### config.mk
export PLATFORM = sky130hd
export DESIGN_NAME = neopixel_frame_sequencer
export DESIGN_NICKNAME = d
export VERILOG_FILES = /design/src/rtl/neopixel_frame_sequencer.sv
export SDC_FILE = /design/constraint.sdc
export NUM_CORES = 1
export LEC_CHECK = 0
export CAP_MARGIN = 15
export CORE_MARGIN = 2
export CORE_UTILIZATION = 61
export DETAILED_ROUTE_END_ITERATION = 8
export PLACE_DENSITY = 0.79
export SYNTH_ARGS = -nofsm -noshare
export SYNTH_HDL_FRONTEND = slang
export SYNTH_SLANG_ARGS = --single-unit
export TNS_END_PERCENT = 1
### constraint.sdc
create_clock -name clock -period 9.8 [get_ports clock]
set_input_delay 0.98 -clock clock [delete_from_list [all_inputs] [get_ports clock]]
set_output_delay 0.98 -clock clock [all_outputs]
set_load 0.005 [all_outputs]
### src/rtl/neopixel_frame_sequencer.sv
// neopixel_frame_sequencer
// Holds a host-written colour buffer for a short NeoPixel strand and plays it
// out to a strand controller one colour entry at a time (G, R, B per pixel).
// Frames start on demand (frame_go) or periodically (auto_en). A request that
// cannot be served yet is remembered as a single pending frame.
//
// state     | meaning
// ----------+------------------------------------------------------------
// IDLE      | no frame in flight; waiting for a start and ready_to_load
// LOAD      | presenting snapshot entries, one per ready_to_load cycle
// SEND      | all entries loaded; waiting for ready_to_send to latch them
// WAIT_BUSY | send issued; waiting for the controller to drop ready_to_load
// WAIT_DONE | controller shifting data out; waiting for ready_to_load again
module neopixel_frame_sequencer #(
  parameter int NUM_PIXELS   = 5,
  parameter int FRAME_PERIOD = 1_000_000
) (
  input  logic       clock,
  input  logic       reset,
  input  logic       wr_en,
  input  logic [2:0] wr_pixel,
  input  logic [1:0] wr_color,
  input  logic [7:0] wr_level,
  input  logic       frame_go,
  input  logic       auto_en,
  input  logic       ready_to_load,
  input  logic       ready_to_send,
  output logic       load_color,
  output logic [2:0] pixel_index,
  output logic [1:0] color_index,
  output logic [7:0] color_level,
  output logic       send_it,
  output logic       busy,
  output logic       frame_done,
  output logic       wr_err
);

  localparam int              CNT_W     = (FRAME_PERIOD > 2) ? $clog2(FRAME_PERIOD) : 1;
  localparam logic [CNT_W-1:0] CNT_LAST  = CNT_W'(FRAME_PERIOD - 1);
  localparam logic [3:0]      PIX_COUNT = 4'(NUM_PIXELS);
  localparam logic [2:0]      PIX_LAST  = 3'(NUM_PIXELS - 1);

  typedef enum logic [2:0] {
    IDLE      = 3'd0,
    LOAD      = 3'd1,
    SEND      = 3'd2,
    WAIT_BUSY = 3'd3,
    WAIT_DONE = 3'd4
  } state_t;

  state_t state;
  state_t state_nxt;

  // Buffers are indexed [pixel][colour code]; code 00 red, 01 blue, 10 green.
  logic [7:0] live_buf [NUM_PIXELS][3];
  logic [7:0] snap_buf [NUM_PIXELS][3];

  // Entry index kept as pixel + position-within-pixel to avoid a divide by 3.
  logic [2:0]       pix_idx;
  logic [1:0]       sub_idx;
  logic             pending;
  logic [CNT_W-1:0] auto_cnt;

  logic       auto_tick;
  logic       start;
  logic       wr_ok;
  logic       snap_take;
  logic       last_entry;
  logic [1:0] entry_color;
  logic [7:0] entry_level;

  // Request and write qualification.
  always_comb begin
    wr_ok     = wr_en && (wr_color != 2'b11) && ({1'b0, wr_pixel} < PIX_COUNT);
    auto_tick = auto_en && (auto_cnt == CNT_LAST);
    start     = frame_go | auto_tick | pending;
    busy      = (state != IDLE);
  end

  // Current entry: colour order within a pixel is green, red, blue.
  always_comb begin
    entry_color = 2'b10;
    case (sub_idx)
      2'd0:    entry_color = 2'b10;
      2'd1:    entry_color = 2'b00;
      default: entry_color = 2'b01;
    endcase
    last_entry = (pix_idx == PIX_LAST) && (sub_idx == 2'd2);
  end

  // Snapshot read mux for the current entry.
  always_comb begin
    entry_level = '0;
    for (int p = 0; p < NUM_PIXELS; p++) begin
      for (int c = 0; c < 3; c++) begin
        if ((pix_idx == 3'(p)) && (entry_color == 2'(c))) begin
          entry_level = snap_buf[p][c];
        end
      end
    end
  end

  // FSM next state and strand-facing outputs.
  always_comb begin
    state_nxt   = state;
    load_color  = 1'b0;
    send_it     = 1'b0;
    pixel_index = '0;
    color_index = '0;
    color_level = '0;
    snap_take   = 1'b0;
    case (state)
      IDLE: begin
        if (start && ready_to_load) begin
          snap_take = 1'b1;
          state_nxt = LOAD;
        end
      end
      LOAD: begin
        load_color  = ready_to_load;
        pixel_index = pix_idx;
        color_index = entry_color;
        color_level = entry_level;
        if (ready_to_load && last_entry) begin
          state_nxt = SEND;
        end
      end
      SEND: begin
        send_it = ready_to_send;
        if (ready_to_send) begin
          state_nxt = WAIT_BUSY;
        end
      end
      WAIT_BUSY: begin
        if (!ready_to_load) begin
          state_nxt = WAIT_DONE;
        end
      end
      WAIT_DONE: begin
        if (ready_to_load) begin
          state_nxt = IDLE;
        end
      end
      default: state_nxt = IDLE;
    endcase
    // Nothing reaches the strand while reset is asserted, so a frame cut
    // short by reset can never emit a stray load or send.
    if (reset) begin
      load_color  = 1'b0;
      send_it     = 1'b0;
      pixel_index = '0;
      color_index = '0;
      color_level = '0;
      snap_take   = 1'b0;
    end
  end

  // FSM state register.
  always_ff @(posedge clock) begin
    if (reset) begin
      state <= IDLE;
    end else begin
      state <= state_nxt;
    end
  end

  // Entry index: restarts on snapshot, advances only on accepted loads.
  always_ff @(posedge clock) begin
    if (reset || snap_take) begin
      pix_idx <= '0;
      sub_idx <= '0;
    end else if (load_color) begin
      if (sub_idx == 2'd2) begin
        sub_idx <= '0;
        pix_idx <= pix_idx + 3'd1;
      end else begin
        sub_idx <= sub_idx + 2'd1;
      end
    end
  end

  // Pending request: any number of requests collapse into one frame.
  always_ff @(posedge clock) begin
    if (reset) begin
      pending <= 1'b0;
    end else if (state == IDLE) begin
      pending <= start && !ready_to_load;
    end else if (frame_go || auto_tick) begin
      pending <= 1'b1;
    end
  end

  // Auto-refresh counter, held at zero while disabled.
  always_ff @(posedge clock) begin
    if (reset || !auto_en) begin
      auto_cnt <= '0;
    end else if (auto_cnt == CNT_LAST) begin
      auto_cnt <= '0;
    end else begin
      auto_cnt <= auto_cnt + CNT_W'(1);
    end
  end

  // Single-cycle status pulses.
  always_ff @(posedge clock) begin
    if (reset) begin
      frame_done <= 1'b0;
      wr_err     <= 1'b0;
    end else begin
      frame_done <= (state == WAIT_DONE) && ready_to_load;
      wr_err     <= wr_en && !wr_ok;
    end
  end

  // Live buffer: host writes land in any state.
  always_ff @(posedge clock) begin
    if (reset) begin
      for (int p = 0; p < NUM_PIXELS; p++) begin
        for (int c = 0; c < 3; c++) begin
          live_buf[p][c] <= '0;
        end
      end
    end else begin
      for (int p = 0; p < NUM_PIXELS; p++) begin
        for (int c = 0; c < 3; c++) begin
          if (wr_ok && (wr_pixel == 3'(p)) && (wr_color == 2'(c))) begin
            live_buf[p][c] <= wr_level;
          end
        end
      end
    end
  end

  // Snapshot buffer: nonblocking copy captures pre-write values on a shared edge.
  always_ff @(posedge clock) begin
    if (reset) begin
      for (int p = 0; p < NUM_PIXELS; p++) begin
        for (int c = 0; c < 3; c++) begin
          snap_buf[p][c] <= '0;
        end
      end
    end else if (snap_take) begin
      for (int p = 0; p < NUM_PIXELS; p++) begin
        for (int c = 0; c < 3; c++) begin
          snap_buf[p][c] <= live_buf[p][c];
        end
      end
    end
  end

endmodule
==> results.tsv, run 1 <==
metric	value	unit
status	complete, no violations	
setup TNS	0	ps
CTS tree	done	
syn nets	967	
crit-path max FO	25	
Critical Path Source Type	flop	
die area	20600	um^2
PD cells	183	nW/um^2
Synth area leader	edfxtp_1	
# Max-Cap Violations	0	
WP data required	8820	ps
post-CTS setup repair buffer count	0	
final WL	27.2	mm
Routed Antenna Nets	0	
cts repair resizes	0	
sw frac	21.5	%
root buf cell	clkbuf_16	
gpl congestion	0.971	
final slew viol count	0	
Synth cell types	63	
reg2reg end	snap_buf[0][88]	
worst ir drop on vdd	0.140	mV
Cells after Synth	941	
nets@finish	985	
DRC Markers	0	
LEAKAGE	4.55	nW
Hold Path Class	flop to flop	
Overflow after GRT	0	
Area Overhead vs Synth	11.0	%
Reg clk slew, reported paths	60	ps
Worst R2R Setup Slack	6160	ps
via/cell ratio	6.01	
Worst Tran Pin Value	1170	ps
cell area after layout	13200	um^2
clock skew	17.4	ps
most numerous cell in the Yosys netlist	edfxtp_1	
Yosys Warn Count	0	
CTS Buffer Depth	3	
die width	143	um
CTS sink cnt	271	
FF+latch count, synth	271	
worst skew pair latency	540	ps
drt initial violations	965	
RSZ-0062 raised after global routing	no	
number of synthesized flops with an enable pin	240	
end of the critical path	color_level[4]	
Worst Setup End Kind	output pin	
I/O pin cnt	38	
Placeable Area	19300	um^2
via count	7455	
Final Critical Period	5030	ps
Worst R2R Path Depth	7	
ranking of synthesized cells by area	edfxtp_1 (61%), and2_1 (12%), dfxtp_1 (5.2%)	
Commonest cells post-synth	edfxtp_1 (240), and2_1 (223), nor2_1 (59)	
CTS buffer count	26	
Critical Path Source	sub_idx[0]	
Synth Area per Inst	12.6	um^2
R2R Path Start	auto_cnt[0]	
routed length per instance	22.0	um
Clk pwr share	38.9	%
Logic pwr share	4.7	%
switching pwr	0.518	mW
first-pass GRT wire length	41.6	mm
Seq/Total Area, Yosys	66.0	%
vias in the first global route	7078	
std cell rows	51	
antenna violations before repair	1	
Clock H-tree levels	1	
Max Fclk	199	MHz
CTS hold repair buffers	0	
Diodes inserted	0	
area post-placement	12400	um^2
Synth Cell Area	11900	um^2
Flop pwr share	56.4	%
Pint	1.89	mW
final setup vio count	0	
Final Hold Fails	0	
all-layer global routing usage	27.3	%
post-synth top area share	60.8	%
Post-synth top flop	edfxtp_1	
First-pass DRT Iterations	5	
largest net degree at the start of global routing	121	
Buffers on Ports	37	
initial core utilization	61.6	%
layout cells sized above 1	8.41	%
Die H	143	um
ys async rst share	0	%
Final HPWL DP	17.3	mm
WP data arrival	4050	ps
period utilization	51.3	%
relative slew slack	21.9	%
critical path type	flop to output pin	
==> per-stage QoR <==
step                total power [mW]  utilization (%)  setup WS (ps)  hold slack [ps]  std cells
finish                          2.41             68.4           4770              482       1240
global route                    2.48             68.4           4580              512       1240
floorplan                       1.44                -           2040              442        941
global placement                1.49             64.3           5100              459       1195
CTS                             2.42             68.3           4810              494       1239
detailed placement              1.50             64.3           5070              480       1195
==> worst max-delay path, cell delays in order, from the launching register on <==
cell             delay, ps
dfxtp_1                880
nand2b_1               780
and3_1                 430
a2111oi_0              460
o221ai_1               260
a21oi_1                190
clkdlybuf4s50_1        510
==> final cells by class <==
| type | count | area, um^2 |
|---|---|---|
| Clock buffer | 32 | 694 |
| Clock inverter | 12 | 82.6 |
| Fill cell | 1411 | 6100 |
| Inverter | 12 | 45.0 |
| Multi-Input combinational cell | 605 | 3780 |
| Sequential cell | 271 | 7830 |
| Tap cell | 265 | 332 |
| Timing Repair Buffer | 43 | 415 |
==> how the worst min path moves through the flow <==
| stage | startpoint | endpoint | depth (start not counted) |
|---|---|---|---|
| after floorplan | auto_cnt[0] | auto_cnt[0] | 1 |
| after global placement | auto_cnt[0] | auto_cnt[0] | 1 |
| after detailed placement | auto_cnt[0] | auto_cnt[0] | 1 |
| after CTS | auto_cnt[0] | auto_cnt[0] | 1 |
| after global routing | auto_cnt[0] | auto_cnt[0] | 1 |
| final | auto_cnt[0] | auto_cnt[0] | 1 |
==> cells in the final DEF, fill, tap and decap left out, drive strengths merged, types with 4 or more instances in the layout <==
cell type,n
nor3,12
xor2,5
clkdlybuf4s50,37
nand3,14
nand2,32
clkbuf,33
edfxtp,240
a22oi,6
xnor2,12
o221ai,8
a211oi,6
and2,247
or3,5
clkinv,9
nor2,59
nor2b,6
ha,6
nand2b,10
or2,6
inv,12
o21bai,16
a21oi,32
dfxtp,31
o22ai,24
and3,5
nor4,7
nand3b,4
a2111oi,4
a31oi,12
buf,5
o21ai,26
==> per-layer routing <==
layer	global-route usage (%)	vias to the layer above	routed length, um
li1	-	3416	-
met1	39.7	3572	11300
met2	41.5	397	12300
met3	5.16	70	2660
met4	9.86	0	970
met5	0	-	0
==> state kept, by name (all words and copies together), names as in the netlist <==
register	count
live_buf	120
pix_idx	3
auto_cnt	20
state	3
frame_done	1
sub_idx	2
pending	1
snap_buf	120
wr_err	1
==> kinds of logic after synthesis <==
group / Yosys count / synth area share [%]
AOI/OAI and AO/OA: 157 / 8.74
xor gates and xnor gates: 17 / 1.26
adders and majority gates: 6 / 0.633
buffers and inverters: 65 / 2.33
DFF: 271 / 66.0
muxes: 3 / 0.264
and+or+nand+nor: 422 / 20.8
==> power groups by stage <==
stage	sequential (mW)	combinational (mW)	clock, mW
6_report	1.36	0.114	0.937
3_3_place_gp	1.38	0.111	0
4_1_cts	1.36	0.113	0.945
2_1_floorplan	1.37	0.0671	0
5_1_grt	1.37	0.123	0.988
3_5_place_dp	1.38	0.113	0
No activity file was read; power rests on OpenSTA's default activity.
==> inputs of run 2 (changes only) <==
--- a/config.mk
+++ b/config.mk
@@ -7,9 +7,9 @@
 export LEC_CHECK = 0
 export CAP_MARGIN = 15
 export CORE_MARGIN = 2
-export CORE_UTILIZATION = 61
+export CORE_UTILIZATION = 55
 export DETAILED_ROUTE_END_ITERATION = 8
-export PLACE_DENSITY = 0.79
+export PLACE_DENSITY = 0.75
 export SYNTH_ARGS = -nofsm -noshare
 export SYNTH_HDL_FRONTEND = slang
 export SYNTH_SLANG_ARGS = --single-unit
==> constraint.sdc (replaced) <==
create_clock -name clock -period 4.05 [get_ports clock]
set_input_delay 0.405 -clock clock [delete_from_list [all_inputs] [get_ports clock]]
set_output_delay 0.405 -clock clock [all_outputs]
set_load 0.005 [all_outputs]
==> run 2 against run 1 <==
Effect of this change: first-iteration DRC count shrank 15%; largest power group unchanged; critical path depth grew 2; via count shrank 1.4%; register-to-register slack lost 4600 ps; final area grew 1.8%; core utilization shrank 4.8 points; clock skew grew 15 ps; worst setup slack lost 4600 ps; non-clock buffer count grew 6; critical path type unchanged.
==> results.tsv, run 2 (synthesis gave the netlist of run 1 again) <==
metric	value	unit	change
final core utilization	63.6	%	-4.8 points
die area	22800	um^2	+11%
Die H	151	um	+5.2%
# fillers	1541		+9.2%
via count	7353		-1.4%
setup TNS	0	ps	unchanged
layout cells sized above 1	10.0	%	+1.6 points
nets@finish	993		+0.81%
reg2reg end	snap_buf[0][11]		
Worst R2R Setup Slack	1590	ps	-4570 ps
LEAKAGE	4.67	nW	+2.7%
Pint	4.80	mW	+150%
period utilization	96.9	%	
DRC Markers	0		unchanged
all-layer global routing usage	24.9	%	-2.4 points
Worst Setup End Kind	output pin		
First-pass DRT Iterations	5		unchanged
routed length per instance	21.7	um	-1.2%
Final Hold Fails	0		unchanged
first-pass GRT wire length	41.9	mm	+0.75%
critical path type	flop to output pin		
status	complete, no violations		
Clk pwr share	41.8	%	+2.9 points
biggest regs	live_buf x120, snap_buf x120, auto_cnt x20		
CTS hold repair buffers	0		unchanged
Final Critical Period	3920	ps	
worst ir drop on vdd	0.405	mV	+190%
largest net degree at the start of global routing	121		unchanged
Logic pwr share	4.7	%	about the same
Placeable Area	21100	um^2	+9.4%
crit-path max FO	11		-56%
PD cells	458	nW/um^2	+150%
# Max-Cap Violations	0		unchanged
Critical Path Source Type	flop		
final WL	27.5	mm	+0.80%
Critical Path Source	pix_idx[1]		
WP data required	3640	ps	-5180 ps
WP data arrival	3520	ps	-530 ps
Hold Path Class	input pin to flop		
start point of the worst hold path	wr_en		
vias in the first global route	7155		+1.1%
Total Power	6.15	mW	+150%
std cell rows	53		+3.9%
Max Fclk	255	MHz	
via/cell ratio	5.81		-3.3%
commonest non-fill, non-tap cells in the layout	edfxtp_1 (240), and2_1 (223), nor2_1 (59), clkdlybuf4s50_1 (37)		
WHS Endpoint	wr_err		
Buffers on Ports	37		unchanged
RSZ-0062 raised after global routing	no		
Flop pwr share	53.5	%	-2.9 points
drt initial violations	825		-15%
Reg clk slew, reported paths	60	ps	about the same
Worst R2R Path Depth	7		unchanged
worst path bufs/invs	2		+1
antenna violations before repair	0		-1
final slew viol count	0		unchanged
CTS Buffer Depth	3		unchanged
R2R Path Start	auto_cnt[0]		
most common cell after layout, fill and taps aside	edfxtp_1		
relative slew slack	31.6	%	+9.7 points
Final HPWL DP	17.5	mm	+0.81%
initial core utilization	56.3	%	-5.3 points
cts repair resizes	0		unchanged
CTS sink cnt	271		unchanged
final setup vio count	0		unchanged
critical path's slowest cell	a2111oi_0		
die width	151	um	+5.2%
Worst Tran Pin Value	1020	ps	-144 ps
cell family with most CP delay	compound AO/OA/AOI/OAI gates		
switching pwr	1.34	mW	+160%
sw frac	21.8	%	+0.34 points
Overflow after GRT	0		unchanged
I/O pin cnt	38		unchanged
Clock H-tree levels	1		unchanged
CTS tree	done		
post-CTS setup repair buffer count	0		unchanged
worst hold stages	3		+2
clock skew	32.6	ps	+15.2 ps
Routed Antenna Nets	0		unchanged
root buf cell	clkbuf_16		
worst skew pair latency	570	ps	+30 ps
gpl congestion	0.898		-7.5%
Worst path max stage delay	650	ps	-230 ps
Area Overhead vs Synth	13.0	%	
Cell Chain, Critical Path	inv_1, ha_1, nand2b_1, a211oi_1, a2111oi_0, o21ai_0, a21oi_1, clkdlybuf4s50_1		
CTS buffer count	28		+7.7%
-- run 2: cell count changes in the layout (fill, tap and decap cells not counted), moves of 2 or more --
cell,previous run,this run
buf_12,0,2
buf_4,5,10
bufinv_16,1,3
clkinv_1,6,4
clkinv_2,3,9
-- run 2: how the worst max path moves through the flow --
stage	endpoint	slack [ps]	cells past startpoint
6_report	color_level[1]	130	8
5_1_grt	color_level[1]	20	8
4_1_cts	color_level[1]	290	8
3_5_place_dp	color_level[1]	900	8
3_3_place_gp	color_level[1]	910	8
2_1_floorplan	snap_buf[0][0]	550	5
-- run 2: cell type report --
cell class	count	area, um^2	area share (%)
antenna	1	2.50	0.0187
clock buffer	33	729	5.44
clock inverter	19	199	1.48
inverter	12	45.0	0.336
multi-input combinational	605	3780	28.2
sequential	271	7830	58.4
tap	275	344	2.57
timing repair buffer	49	485	3.62
-- run 2: power by group through the flow --
stage | Clock (mW) | Combinational (mW) | Sequential (mW)
global route | 2.70 | 0.308 | 3.30
CTS | 2.59 | 0.286 | 3.29
global placement | 0 | 0.278 | 3.34
finish | 2.57 | 0.286 | 3.29
floorplan | 0 | 0.164 | 3.31
detailed placement | 0 | 0.284 | 3.34
-- run 2: worst reg2reg max path, stage by stage, from the launching register on --
cell,delay [ps]
dfxtp_1,390
ha_1,260
nand2_1,120
nor4_2,320
a311oi_1,180
buf_4,200
o21bai_4,150
buf_12,400
-- run 2: stage by stage --
stage          hold WS [ps]  worst slack (ps)  std cells  instance area [um^2]
6_report                474               128       1265                 13400
5_1_grt                 489              18.1       1264                 13400
3_3_place_gp            455               913       1212                 12500
2_1_floorplan           442               554        941                 11900
3_5_place_dp            471               903       1212                 12500
4_1_cts                 456               295       1264                 13400
-- run 2: per-layer routing --
layer  up-vias  track usage (%)  part of all wire [%]
li1       3449                -                     -
met1      3533             35.7                    43
met2       319             38.5                    46
met3        52             4.70                   8.2
met4         0             8.46                   2.9
met5         -                0                     0
==> inputs of run 3 (changes only) <==
--- a/config.mk
+++ b/config.mk
@@ -7,9 +7,10 @@
 export LEC_CHECK = 0
 export CAP_MARGIN = 15
 export CORE_MARGIN = 2
-export CORE_UTILIZATION = 55
+export CORE_UTILIZATION = 61
 export DETAILED_ROUTE_END_ITERATION = 8
-export PLACE_DENSITY = 0.75
+export PLACE_DENSITY = 0.79
+export REMOVE_ABC_BUFFERS = 1
 export SYNTH_ARGS = -nofsm -noshare
 export SYNTH_HDL_FRONTEND = slang
 export SYNTH_SLANG_ARGS = --single-unit
==> constraint.sdc (replaced) <==
create_clock -name clock -period 4.8 [get_ports clock]
set_input_delay 0.48 -clock clock [delete_from_list [all_inputs] [get_ports clock]]
set_output_delay 0.48 -clock clock [all_outputs]
set_load 0.005 [all_outputs]
==> run 3 against run 2 <==
Effect of this change: largest cell class unchanged; flip-flop and latch count stayed put; final area is 0.89% lower; highest routed layer unchanged; final cell count is 1.5% lower; die area is 9.6% lower; worst hold slack better by 10 ps; core utilization is 5.4 points higher; non-clock buffer count is 6 lower; wire length is 0.51% lower.
==> results.tsv, run 3 (synthesis gave the netlist of run 1 again) <==
metric	value	unit	change
status	complete, no violations		
setup TNS	0	ps	unchanged
area post-placement	12400	um^2	-0.56%
clock skew	14.4	ps	-18.2 ps
final core utilization	69.0	%	+5.4 points
Buffers on Ports	37		unchanged
initial core utilization	61.6	%	+5.3 points
nets@finish	986		-0.70%
die width	143	um	-4.9%
critical path's slowest cell	nor2b_1		
CTS Buffer Depth	3		unchanged
commonest non-fill, non-tap cells in the layout	edfxtp_1 (240), and2_1 (223), nor2_1 (59), clkdlybuf4s50_1 (37)		
Cell Chain, Critical Path	buf_4, nor2b_1, a211oi_1, a2111oi_0, o21ai_0, a21oi_1, clkdlybuf4s50_1		
gpl congestion	0.979		+9.0%
worst skew pair latency	550	ps	-20 ps
std cell rows	51		-3.8%
Final Hold Fails	0		unchanged
cell area after layout	13300	um^2	-0.89%
Clock H-tree levels	1		unchanged
via count	7468		+1.6%
layout cells sized above 1	9.28	%	-0.73 points
Die H	143	um	-4.9%
critical path type	flop to output pin		
WP data required	4320	ps	+680 ps
Area Overhead vs Synth	12.0	%	
WHS Endpoint	auto_cnt[0]		
Diodes inserted	0		-1
root buf cell	clkbuf_16		
die area	20600	um^2	-9.6%
first-pass GRT wire length	41.2	mm	-1.8%
CTS buffer count	27		-3.6%
Worst Tran Pin Value	1110	ps	+82.0 ps
worst ir drop on vdd	0.306	mV	-25%
drt initial violations	1062		+29%
Setup WS pre-CTS	1420	ps	+515 ps
reg2reg end	snap_buf[0][104]		
crit-path max FO	14		+3
final slew viol count	0		unchanged
CTS sink cnt	271		unchanged
WP data arrival	3610	ps	+90 ps
Cells after DPL	1196		-1.3%
Worst Setup End Kind	output pin		
most common cell after layout, fill and taps aside	edfxtp_1		
Final WS setup	706	ps	+579 ps
Reg clk slew, reported paths	70	ps	about the same
First-pass DRT Iterations	6		+1
all-layer global routing usage	27.2	%	+2.3 points
Final HPWL DP	17.6	mm	+0.53%
Final Critical Period	4090	ps	
Hold Path Class	flop to flop		
Routed Antenna Nets	0		unchanged
vias in the first global route	7051		-1.5%
cts repair resizes	0		unchanged
CTS hold repair buffers	0		unchanged
CTS tree	done		
# fillers	1345		-13%
Worst R2R Path Depth	7		unchanged
worst hold stages	1		-2
start point of the worst hold path	auto_cnt[0]		
final WL	27.3	mm	-0.51%
biggest regs	live_buf x120, snap_buf x120, auto_cnt x20		
DRC Markers	0		unchanged
Worst path max stage delay	710	ps	+60 ps
period utilization	85.3	%	
Critical Path Source Type	flop		
via/cell ratio	5.99		+3.1%
antenna violations before repair	0		unchanged
I/O pin cnt	38		unchanged
# Max-Cap Violations	0		unchanged
final setup vio count	0		unchanged
R2R Path Start	auto_cnt[0]		
Final Non-Filler Cells	1246		-1.5%
routed length per instance	21.9	um	+1.0%
relative slew slack	26.1	%	-5.5 points
RSZ-0062 raised after global routing	no		
Placeable Area	19300	um^2	-8.6%
Max Fclk	244	MHz	
LEAKAGE	4.62	nW	-1.1%
Worst R2R Setup Slack	1960	ps	+370 ps
PD cells	385	nW/um^2	-16%
largest net degree at the start of global routing	126		+4.1%
post-CTS setup repair buffer count	0		unchanged
Overflow after GRT	0		unchanged
## run 3: cell count changes in the layout (fill, tap and decap cells not counted), moves of 3 or more
cell / change
buf_4: -5
clkbuf_1: -3
clkinv_1: +3
clkinv_4: +3
## run 3: layout make-up
class | count | area, um^2 | share of cell area, %
Clock inverter | 22 | 203 | 1.53
Tap cell | 265 | 332 | 2.49
Inverter | 12 | 45.0 | 0.339
Timing Repair Buffer | 43 | 428 | 3.22
Sequential cell | 271 | 7830 | 58.9
Clock buffer | 28 | 679 | 5.11
Multi-Input combinational cell | 605 | 3780 | 28.4
## run 3: per-layer routing
layer / GRT usage [%] / routed length, um / part of all wire, % / up-vias
li1: - / - / - / 3433
met1: 39.1 / 10900 / 40 / 3521
met2: 40.3 / 12100 / 44 / 432
met3: 5.63 / 2870 / 11 / 82
met4: 12.4 / 1370 / 5.0 / 0
met5: 0 / 0 / 0 / -
## run 3: worst max-delay path by stage
stage,start,endpoint,cells after the start
floorplan,auto_cnt[0],snap_buf[0][0],5
global placement,sub_idx[0],color_level[1],7
detailed placement,sub_idx[1],color_level[4],6
CTS,sub_idx[0],color_level[1],7
global route,sub_idx[0],color_level[1],7
finish,sub_idx[0],color_level[1],7
## run 3: worst max-delay path, delay by kind of cell (launching register included)
kind / cells / cell delay (ps)
AOI/OAI and AO/OA: 4 / 990
buffers and inverters: 2 / 820
and+or+nand+nor: 1 / 710
DFF: 1 / 540
## run 3: metrics by stage
stage                     hold WS (ps)  total power, mW
after floorplan                    442             2.93
after global placement             461             3.06
after detailed placement           474             3.06
after CTS                          488             5.12
after global routing               526             5.24
final                              484             5.11
## run 3: report_power, final
group,leakage (nW),switching [mW],internal [mW]
Combinational,1.51,0.159,0.0761
Sequential,2.67,0.0664,2.72
Clock,0.441,0.896,1.20
